File: src/rtl/mem_access_unit.sv
// mem_access_unit: MEM stage; handshakes data memory (req/ack, timeout), stalls pipeline, loads MEM/WB, resolves branch
module mem_access_unit #(
  parameter int TIMEOUT = 15
) (
  input  logic        clk,
  input  logic        rst,
  input  logic [4:0]  exm_sig,
  input  logic        exm_zero,
  input  logic [31:0] exm_alu,
  input  logic [31:0] exm_wdata,
  input  logic [4:0]  exm_rd,
  output logic        mem_req,
  output logic        mem_we,
  output logic [31:0] mem_addr,
  output logic [31:0] mem_wdata,
  input  logic [31:0] mem_rdata,
  input  logic        mem_ack,
  output logic        stall,
  output logic        pc_src,
  output logic [1:0]  mwb_sig,
  output logic [31:0] mwb_rdata,
  output logic [31:0] mwb_alu,
  output logic [4:0]  mwb_rd,
  output logic        mem_err
);
  typedef enum logic [1:0] {IDLE, BUSY, DONE} state_t;
  localparam logic [7:0] TLIM = 8'(TIMEOUT - 1);
  state_t state, state_n;
  logic [7:0] cnt;
  logic [31:0] cap;
  logic tout, access, aligned, issue, expire, kill;
  assign pc_src = exm_sig[0] & exm_zero;
  assign access = |exm_sig[2:1];
  assign aligned = exm_alu[1:0] == 2'b00;
  assign issue = state == IDLE && access && aligned;
  assign expire = state == BUSY && !mem_ack && cnt == TLIM;
  assign kill = state == IDLE ? access && !aligned : state == DONE && tout;
  always_comb begin
    state_n = state == IDLE ? (issue ? BUSY : IDLE)
            : state == BUSY ? (mem_ack || expire ? DONE : BUSY)
            : IDLE;
    stall = issue || state == BUSY;
  end
  always_ff @(posedge clk or posedge rst)
    if (rst) state <= IDLE;
    else state <= state_n;
  always_ff @(posedge clk or posedge rst)
    if (rst) begin
      mem_req <= 1'b0;
      mem_we <= 1'b0;
      mem_addr <= '0;
      mem_wdata <= '0;
      cnt <= '0;
      cap <= '0;
      tout <= 1'b0;
      mwb_sig <= '0;
      mwb_rdata <= '0;
      mwb_alu <= '0;
      mwb_rd <= '0;
      mem_err <= 1'b0;
    end else begin
      mem_err <= kill;
      if (issue) begin
        mem_req <= 1'b1;
        mem_we <= exm_sig[1];
        mem_addr <= exm_alu;
        mem_wdata <= exm_wdata;
        cnt <= '0;
      end
      if (state == BUSY) begin
        if (mem_ack || expire) begin
          mem_req <= 1'b0;
          mem_we <= 1'b0;
          cap <= mem_ack && !mem_we ? mem_rdata : '0;
          tout <= !mem_ack;
        end else cnt <= cnt + 8'd1;
      end
      mwb_sig <= stall ? 2'b00 : {exm_sig[4] & ~kill, exm_sig[3]};
      mwb_rdata <= !stall && state == DONE ? cap : '0;
      mwb_alu <= stall ? '0 : exm_alu;
      mwb_rd <= stall ? '0 : exm_rd;
    end
endmodule

File: config.mk
export PLATFORM = sky130hd
export DESIGN_NAME = mem_access_unit
export DESIGN_NICKNAME = d
export VERILOG_FILES = /design/src/rtl/mem_access_unit.sv
export SDC_FILE = /design/constraint.sdc
export NUM_CORES = 1
export LEC_CHECK = 0
export BUFFER_PORTS_ARGS = -buffer_cell sky130_fd_sc_hd__buf_2
export CORE_MARGIN = 8
export CORE_UTILIZATION = 44
export DETAILED_ROUTE_END_ITERATION = 10
export GPL_TIMING_DRIVEN = 1
export PLACE_DENSITY = 0.82
export SYNTH_ARGS = -nofsm -noshare
export SYNTH_HDL_FRONTEND = slang
export SYNTH_SLANG_ARGS = --single-unit
File: constraint.sdc
create_clock -name clk -period 6.3 [get_ports clk]
set_input_delay 1.26 -clock clk [delete_from_list [all_inputs] [get_ports clk]]
set_output_delay 1.26 -clock clk [all_outputs]
set_load 0.02 [all_outputs]
==> flow_summary_export.csv, run 1 <==
group,metric,value,unit
timing,drv_slew,0,
worst_hold_path,min_to,"mem_wdata[18]$_DFFE_PP0P_",
cells_and_area,drive_gt1_frac,0.367,
grt,grt_pass1_wl,25500,microns
power,power_frac_clock,0.350,
cts,postCtsHoldBufs,0,
cts,cts_setup_buffers,0,
yosys,ys_top_cells_by_area,"dfrtp_1 (69%), nand2_1 (11%), and2_1 (6.9%), a22o_1 (4.3%), clkbuf_1 (0.86%)",
setup_path,end_kind,"output port",
cts,cts_inserted_buffers,17,
setup_path,arrival,2190,ps
detailed_routing,vias_per_cell,4.79,
job,cap_violations,0,
detailed_routing,wl_per_cell,16.5,microns
floorplanning,die-height,138,microns
yosys,yosysSeqAreaShare,0.695,
timing,hold-worst-slack,467,ps
power,power.switching,0.990,mW
yosys,synth_area,0.00652,sq mm
floorplanning,pin_count,250,
cts,cts_tree,"done",
timing,period_share,0.548,
setup_path,crit_fanout,4,
cells_and_area,area_delta_synth_final,31.6,%
yosys,synth_top_area_frac,0.695,
placement,gp_congestion,0.827,
power,p_sw_frac,0.296,
setup_path,path_common_cell,"buf_2",
grt,grt_antenna_before_repair,1,
power,power.internal,2.36,mW
timing,tns,0,ps
cells_and_area,final_cell_mix,"buf_2 (249), nand2_1 (191), dfrtp_1 (181), and2_1 (71), a22o_1 (32)",
timing,setup_violations,0,
setup_path,critPathKind,"in -> out",
yosys,synth.avg_cell_area,11.6,sq um
yosys,yosysWarnings,0,
power,power_frac_comb,0.204,
timing,fmax,290,MHz
timing,layout_min_cycle_time,3450,ps
cts,clockBufferDepth,2,
cells_and_area,final_common_cell,"buf_2",
cts,cts_sinks,181,
floorplanning,start_util,0.449,
detailed_routing,drt-initial-drc-count,244,
floorplanning,row_count,44,
setup_path,worst_r2r_path_depth,5,
setup_path,rrSetupSlack,3760,ps
yosys,ys_types,34,
cells_and_area,final_nets,922,
timing,worst_slew_pin_slew,873,ps
grt,grt_max_degree,100,
yosys,synth.largest_area_cell,"dfrtp_1",
floorplanning,dieArea,0.0190,sq mm
placement,hpwl,11900,microns
cts,cts.htree.levels,4,
setup_path,critPathBufInv,3,
detailed_routing,routed_wl,16600,microns
power,seq_power_share,0.446,
timing,rsz0062_at_grt,"no",
timing,finalHoldViolations,0,
setup_path,cp_slowest_stage_delay,470,ps
floorplanning,die_w,138,microns
timing,fin_worst_skew,10.4,ps
power,power.total,3.35,mW
grt,first_global_vias,4812,
cts,cts_root_buf,"clkbuf_16",
power,power_density,390,mW/mm^2
setup_path,path_delay_family,"simple AND/OR/NAND/NOR gates",
setup_path,timing.rr.start,"state[1]$_DFF_PP0_",
floorplanning,core_area,0.0145,sq mm
detailed_routing,ant_nets,0,
yosys,ys_seq_elements,181,
setup_path,required,5040,ps
power,p_leak,4.78,nW
yosys,syn_inst,563,
worst_hold_path,hold_start,"mem_wdata[18]$_DFFE_PP0P_",
cts,clk_latency,420,ps
cts,path_clk_slew,70,ps
setup_path,path_cells,"buf_2, nor4_2, a21oi_2, inv_1, buf_2",
grt,track_usage,0.175,
yosys,syn_nets,675,
worst_hold_path,worstHoldPathCells,2,
worst_hold_path,min_path_type,"reg -> reg",
power,vdd_ir_drop_max,0.249,mV
cts,cts-resized-gates,0,
grt,grt_overflow,0,
outcome,status,"finished, final reports clean",
detailed_routing,vias,4820,
setup_path,reg2reg_to,"cnt[3]$_DFF_PP0_",
placement,port_buffers,249,
detailed_routing,firstDrtPassIters,4,
detailed_routing,drc_errors,0,
timing,maxSlewHeadroom,0.416,
setup_path,critPathLaunchType,"input port",
setup_path,cp_slowest_cell,"nor4_2",
==> cells in the mapped netlist <==
| master | n |
|---|---|
| ha_1 | 2 |
| o21a_4 | 1 |
| buf_1 | 1 |
| nor3b_1 | 2 |
| clkbuf_1 | 15 |
| nand2_1 | 192 |
| dfrtp_1 | 181 |
| nor2b_1 | 3 |
| nand3_1 | 9 |
| nor3b_2 | 1 |
| and4_1 | 1 |
| o311ai_0 | 1 |
| nor2_1 | 3 |
| nand4_1 | 1 |
| or2_2 | 1 |
| nor3_1 | 2 |
| a31oi_1 | 1 |
| inv_2 | 1 |
| or4_4 | 1 |
| and3_1 | 3 |
| nor2_4 | 2 |
| o21a_1 | 1 |
| buf_2 | 9 |
| buf_6 | 3 |
| a211o_1 | 3 |
| a21oi_1 | 6 |
| o21ai_0 | 3 |
| and2_1 | 72 |
| nor4_2 | 1 |
| o211ai_1 | 1 |
| nand2b_1 | 1 |
| o21ai_4 | 2 |
| inv_1 | 5 |
| a22o_1 | 32 |
==> metrics by stage <==
stage               worst slack, ps   util  instance area [sq um]  instances
floorplan                       125      -                   6520        563
global placement               2820  0.545                   7930        975
detailed placement             2770  0.545                   7930        975
CTS                            2840  0.590                   8580       1006
global route                   2780  0.591                   8580       1007
finish                         2850  0.591                   8580       1007
==> power by group through the flow <==
stage               combinational [mW]  sequential, mW  clock [mW]
finish                           0.682            1.49        1.17
global route                     0.750            1.52        1.24
CTS                              0.698            1.49        1.19
detailed placement               0.697            1.51           0
global placement                 0.682            1.50           0
floorplan                        0.246            1.68           0
==> worst max path at each step <==
stage / from / to / slack (ps) / cells after the start
6_report: exm_alu[0] / stall / 2850 / 5
3_3_place_gp: exm_alu[0] / cnt[3]$_DFF_PP0_ / 2820 / 6
4_1_cts: exm_alu[0] / stall / 2840 / 5
2_1_floorplan: rst / cap[0]$_DFFE_PP0P_ / 120 / 1
3_5_place_dp: exm_alu[0] / cnt[3]$_DFF_PP0_ / 2770 / 6
5_1_grt: exm_alu[0] / stall / 2780 / 5
==> layout make-up <==
class | count | area [sq um]
fillers | 1217 | 5950
flip-flops and latches | 181 | 4530
multi-input cells | 348 | 1840
repair buffers | 256 | 1300
clock buffers | 18 | 439
well taps | 184 | 230
clock inverters | 13 | 216
inverters | 6 | 27.5
diodes | 1 | 2.50
==> sequential cells by signal, summed over array words and instances (netlist names) <==
signal and flops:
mem_we 1, tout 1, mwb_sig 2, mwb_rdata 32, cnt 8, mwb_rd 5
state 2, mem_req 1, mwb_alu 32, mem_err 1, mem_wdata 32, mem_addr 32
cap 32
==> worst reg2reg max path, stage by stage (launching register included) <==
cell and delay [ps]:
dfrtp_1 440, nor4_2 440, and2_2 650, buf_4 490
nor2_4 100, a211o_1 300
==> metal layers <==
layer	track usage	routed length, microns	vias up
li1	-	-	2302
met5	0	0	-
met2	0.274	7750	207
met1	0.211	6720	2286
met4	0.0639	328	0
met3	0.0751	1840	25
==> cell families after synthesis <==
group,synth area share
compound gates,0.0658
fa+ha+maj,0.00384
buf+inv,0.0247
flops,0.695
simple gates,0.211
Note: power is estimated with default switching activity, not from simulation.
==> inputs of run 2 (changes only) <==
Settings changed: CORE_UTILIZATION 44 to 49, PLACE_DENSITY 0.82 to 0.86.
Clock period 6.3 ns to 3.3 ns, I/O delays scaled along.
==> flow_summary_export.csv, run 2 (synthesis results as in run 1) <==
group,metric,value,unit
cts,cts.htree.levels,4,
cts,cts_root_buf,"clkbuf_16",
timing,setup_violations,0,
cts,clockBufferDepth,2,
detailed_routing,wl_per_cell,16.7,microns
floorplanning,dieArea,0.0173,sq mm
setup_path,reg2reg_to,"cnt[7]$_DFF_PP0_",
setup_path,path_cells,"nor2b_1, a21oi_2, inv_1, buf_2",
detailed_routing,vias_per_cell,4.87,
placement,port_buffers,249,
power,vdd_ir_drop_max,0.345,mV
detailed_routing,vias,4874,
power,p_leak,4.75,nW
cells_and_area,final_cell_mix,"buf_2 (249), nand2_1 (191), dfrtp_1 (181), and2_1 (71), a22o_1 (32)",
outcome,status,"finished, final reports clean",
grt,grt_overflow,0,
cts,cts_inserted_buffers,17,
cts,cts_tree,"done",
placement,hpwl,12000,microns
setup_path,end_kind,"output port",
setup_path,critPathKind,"reg -> out",
cts,clk_latency,420,ps
cells_and_area,final_common_cell,"buf_2",
placement,gp_congestion,0.783,
grt,first_global_vias,5149,
detailed_routing,ant_nets,0,
setup_path,worst_r2r_path_depth,5,
detailed_routing,drt-initial-drc-count,323,
setup_path,critPathLaunchType,"flip-flop",
cts,path_clk_slew,60,ps
timing,fin_worst_skew,8.13,ps
cells_and_area,final_nets,922,
detailed_routing,drc_errors,0,
timing,period_share,0.735,
cells_and_area,area_delta_synth_final,30.9,%
setup_path,crit_fanout,7,
timing,maxSlewHeadroom,0.400,
setup_path,arrival,1770,ps
grt,grt_pass1_wl,26800,microns
timing,drv_slew,0,
floorplanning,start_util,0.496,
grt,track_usage,0.196,
setup_path,cp_slowest_cell,"nor2b_1",
setup_path,required,2640,ps
timing,worst_slew_pin_slew,896,ps
setup_path,rrSetupSlack,1240,ps
job,cap_violations,0,
detailed_routing,firstDrtPassIters,4,
setup_path,cp_slowest_stage_delay,510,ps
timing,finalHoldViolations,0,
floorplanning,die-height,131,microns
floorplanning,pin_count,250,
floorplanning,row_count,42,
cts,cts_setup_buffers,0,
grt,grt_max_degree,102,
timing,tns,0,ps
timing,fmax,412,MHz
power,power_density,714,mW/mm^2
cells_and_area,drive_gt1_frac,0.367,
cts,cts_sinks,181,
floorplanning,die_w,131,microns
cts,cts-resized-gates,0,
cts,postCtsHoldBufs,0,
timing,rsz0062_at_grt,"no",
worst_hold_path,min_path_type,"in -> async",
setup_path,timing.rr.start,"state[1]$_DFF_PP0_",
timing,layout_min_cycle_time,2430,ps
detailed_routing,routed_wl,16800,microns
floorplanning,core_area,0.0131,sq mm
grt,grt_antenna_before_repair,2,
power,power.total,6.10,mW
-- run 2: final cells by class --
cell class	count	area (sq um)
fillers	999	4600
multi-input cells	348	1840
inverters	6	26.3
well taps	176	220
flip-flops and latches	181	4530
clock inverters	13	124
repair buffers	256	1350
clock buffers	19	443
diodes	2	5.00
-- run 2: worst max path at each step --
stage / start / endpoint / slack, ps / cells after the start
floorplan: rst / cap[0]$_DFFE_PP0P_ / 320 / 1
CTS: state[1]$_DFF_PP0_ / stall / 850 / 4
global placement: exm_alu[0] / cnt[7]$_DFF_PP0_ / 900 / 6
finish: state[1]$_DFF_PP0_ / stall / 870 / 4
global route: state[1]$_DFF_PP0_ / stall / 760 / 4
detailed placement: exm_alu[0] / cnt[7]$_DFF_PP0_ / 830 / 6
-- run 2: routing by layer --
layer	vias to the layer above	GRT usage	share of wire
met1	2330	0.224	0.41
li1	2302	-	-
met5	-	0	0.00060
met3	35	0.0747	0.081
met4	2	0.101	0.032
met2	205	0.317	0.48
-- run 2: worst max-delay path, delay by kind of cell, from the launching register on --
kind / cells / cell delay [ps]
AO/OA/AOI/OAI: 1 / 110
buffers and inverters: 2 / 300
flip-flops: 1 / 440
AND/OR/NAND/NOR: 1 / 510
-- run 2: power breakdown --
| part | switching [mW] | internal (mW) |
|---|---|---|
| sequential | 0.213 | 2.64 |
| combinational | 0.838 | 0.491 |
| clock | 0.849 | 1.07 |
| total | 1.90 | 4.20 |
-- run 2: through the flow --
step | utilization | hold slack [ps] | setup WS (ps) | cells | instance area [sq um]
CTS | 0.649 | 390 | 848 | 999 | 8530
global placement | 0.606 | 453 | 902 | 967 | 7970
floorplan | - | 454 | 317 | 563 | 6530
detailed placement | 0.606 | 457 | 829 | 967 | 7970
finish | 0.650 | 383 | 875 | 1001 | 8540
global route | 0.650 | 409 | 758 | 1000 | 8530
==> inputs of run 3 (changes only) <==
Settings changed: ABC_AREA set to 1.
Clock period 3.3 ns to 2.25 ns, I/O delays scaled along.
==> flow_summary_export.csv, run 3 <==
group,metric,value,unit
outcome,status,"finished, final reports clean",
cells_and_area,final_cell_mix,"buf_2 (249), dfrtp_1 (181), nand2_1 (159), inv_1 (119), nor2_1 (81)",
cts,cts_sinks,181,
detailed_routing,ant_nets,0,
setup_path,critPathBufInv,1,
worst_hold_path,min_path_type,"in -> async",
cts,postCtsHoldBufs,0,
grt,grt_antenna_before_repair,1,
detailed_routing,drc_errors,0,
cells_and_area,diodes,0,
grt,grt_max_degree,91,
power,p_leak,5.12,nW
setup_path,timing.rr.start,"cnt[0]$_DFF_PP0_",
grt,grt_pass1_wl,28200,microns
yosys,synth_top_family_by_area,"simple AND/OR/NAND/NOR gates",
yosys,synth_edf_count,0,
setup_path,required,1800,ps
timing,worst_slew_pin_slew,694,ps
placement,port_buffers,249,
setup_path,end_kind,"output port",
placement,pre_cts_slack,451,ps
yosys,synth-compound-area-share,0.0534,
yosys,yosysSeqAreaShare,0.675,
grt,track_usage,0.201,
yosys,synth_ff_type,"dfrtp_1",
setup_path,reg2reg_to,"cap[3]$_DFFE_PP0P_",
placement,dp_cells,1106,
floorplanning,dieArea,0.0177,sq mm
yosys,synthMuxAreaShare,0,
yosys,synth_common_cells,"dfrtp_1 (181), nand2_1 (159), inv_1 (120)",
cts,clockBufferDepth,2,
cells_and_area,fin_cells,1138,
floorplanning,pin_count,250,
cts,path_clk_slew,60,ps
placement,gp_congestion,0.800,
yosys,synth_top_area_frac,0.675,
cts,cts_tree,"done",
timing,maxSlewHeadroom,0.536,
yosys,syn_nets,805,
cells_and_area,drive_gt1_frac,0.316,
yosys,async_reset_ff_frac,1.00,
detailed_routing,vias_per_cell,4.72,
floorplanning,row_count,42,
cells_and_area,final_nets,1061,
floorplanning,start_util,0.504,
setup_path,cp_slowest_stage_delay,390,ps
setup_path,cp_slowest_cell,"dfrtp_1",
cts,cts_setup_buffers,0,
timing,fin_worst_skew,7.10,ps
cts,cts_inserted_buffers,17,
detailed_routing,routed_wl,17300,microns
timing,fmax,495,MHz
yosys,synth_area,0.00671,sq mm
yosys,synth.largest_area_cell,"dfrtp_1",
power,vdd_ir_drop_max,0.548,mV
power,power_density,1010,mW/mm^2
detailed_routing,firstDrtPassIters,4,
setup_path,worst_r2r_path_depth,9,
yosys,ys_top_cells_by_area,"dfrtp_1 (68%), nand2_1 (8.9%), inv_1 (6.7%), o21ai_0 (4.9%), nor2_1 (4.6%)",
cells_and_area,area_delta_synth_final,31.7,%
floorplanning,die-height,133,microns
timing,tns,0,ps
timing,period_share,0.898,
timing,setup_violations,0,
cts,cts.htree.levels,4,
yosys,syn_inst,693,
setup_path,critPathKind,"reg -> out",
job,cap_violations,0,
yosys,synth.avg_cell_area,9.68,sq um
setup_path,path_cells,"nor2_1, nand3_4, nand2_1, buf_2",
cells_and_area,final_common_cell,"buf_2",
setup_path,crit_fanout,3,
timing,rsz0062_at_grt,"no",
detailed_routing,vias,5372,
floorplanning,core_area,0.0133,sq mm
timing,finalHoldViolations,0,
timing,worst_slack,230,ps
floorplanning,die_w,133,microns
detailed_routing,wl_per_cell,15.2,microns
grt,grt_overflow,0,
cells_and_area,fillCellCount,1002,
yosys,yosysWarnings,0,
yosys,synth_xor_area_frac,0.00522,
cts,cts-resized-gates,0,
setup_path,rrSetupSlack,360,ps
yosys,ys_seq_elements,181,
yosys,yosysMostFrequentCell,"dfrtp_1",
yosys,yosys.area_share.simple,0.171,
setup_path,arrival,1570,ps
timing,drv_slew,0,
placement,hpwl,12600,microns
grt,first_global_vias,5615,
setup_path,path_delay_family,"simple AND/OR/NAND/NOR gates",
cts,clk_latency,420,ps
yosys,synthAdderAreaFrac,0.00373,
setup_path,cp_num_cells,4,
cts,cts_root_buf,"clkbuf_16",
detailed_routing,drt-initial-drc-count,360,
timing,layout_min_cycle_time,2020,ps
yosys,ys_types,22,
setup_path,critPathLaunchType,"flip-flop",
==> run 3: changes by cell type in the layout (fill, tap and decap cells not counted), moves of 26 or more <==
| cell | change |
|---|---|
| a22o_1 | -32 |
| nor2_1 | +79 |
| nand2_1 | -32 |
| and2_1 | -71 |
| o21ai_0 | +62 |
| inv_1 | +115 |
| nand3_1 | +26 |
==> run 3: final cells by class <==
type | instances | area, sq um | area share
clock inverter | 6 | 66.3 | 0.00751
multi-input combinational | 361 | 1580 | 0.179
inverter | 121 | 458 | 0.0519
timing repair buffer | 267 | 1460 | 0.165
sequential | 181 | 4530 | 0.513
clock buffer | 26 | 519 | 0.0588
tap | 176 | 220 | 0.0249
==> run 3: cells by family (layout without fill, tap and decap cells) <==
group,count (synthesis),in the layout
xor+xnor,4,4
simple gates,286,286
buf+inv,151,420
flops,181,181
fa+ha+maj,2,2
compound gates,69,69
==> run 3: worst reg2reg max path, cell delays in order (launching register included) <==
cell     delay, ps
dfrtp_1        400
inv_1          100
ha_1           140
inv_1           40
nor2_1         120
nand3_2        140
a21oi_4        230
buf_4          370
nand3_1        190
nand2_1        110
==> run 3: per-layer routing <==
metal | global-route usage | vias to the layer above | share of wire | wire [microns]
li1 | - | 2581 | - | -
met1 | 0.221 | 2533 | 0.40 | 6860
met2 | 0.335 | 204 | 0.50 | 8650
met3 | 0.0693 | 52 | 0.064 | 1100
met4 | 0.110 | 2 | 0.038 | 655
met5 | 0 | - | 0.00058 | 10
==> run 3: through the flow <==
step,util,instance area (sq um),hold WS [ps],total power [mW]
6_report,0.664,8830,139,8.87
3_5_place_dp,0.620,8240,466,6.07
4_1_cts,0.664,8830,138,8.95
3_3_place_gp,0.620,8240,459,5.99
5_1_grt,0.664,8830,156,9.34
2_1_floorplan,-,6710,449,5.26
==> run 3: worst max path at each step <==
stage | start | endpoint | slack [ps]
2_1_floorplan | rst | cap[0]$_DFFE_PP0P_ | -520
3_3_place_gp | exm_sig[1] | cnt[1]$_DFF_PP0_ | 490
3_5_place_dp | cnt[0]$_DFF_PP0_ | cap[26]$_DFFE_PP0P_ | 450
4_1_cts | state[1]$_DFF_PP0_ | stall | 200
5_1_grt | state[1]$_DFF_PP0_ | stall | 120
6_report | state[1]$_DFF_PP0_ | stall | 230
==> run 3: power by group <==
group | internal [mW] | switching [mW] | total, mW
Clock | 1.70 | 1.16 | 2.86
Combinational | 0.630 | 1.28 | 1.91
Sequential | 3.81 | 0.289 | 4.10
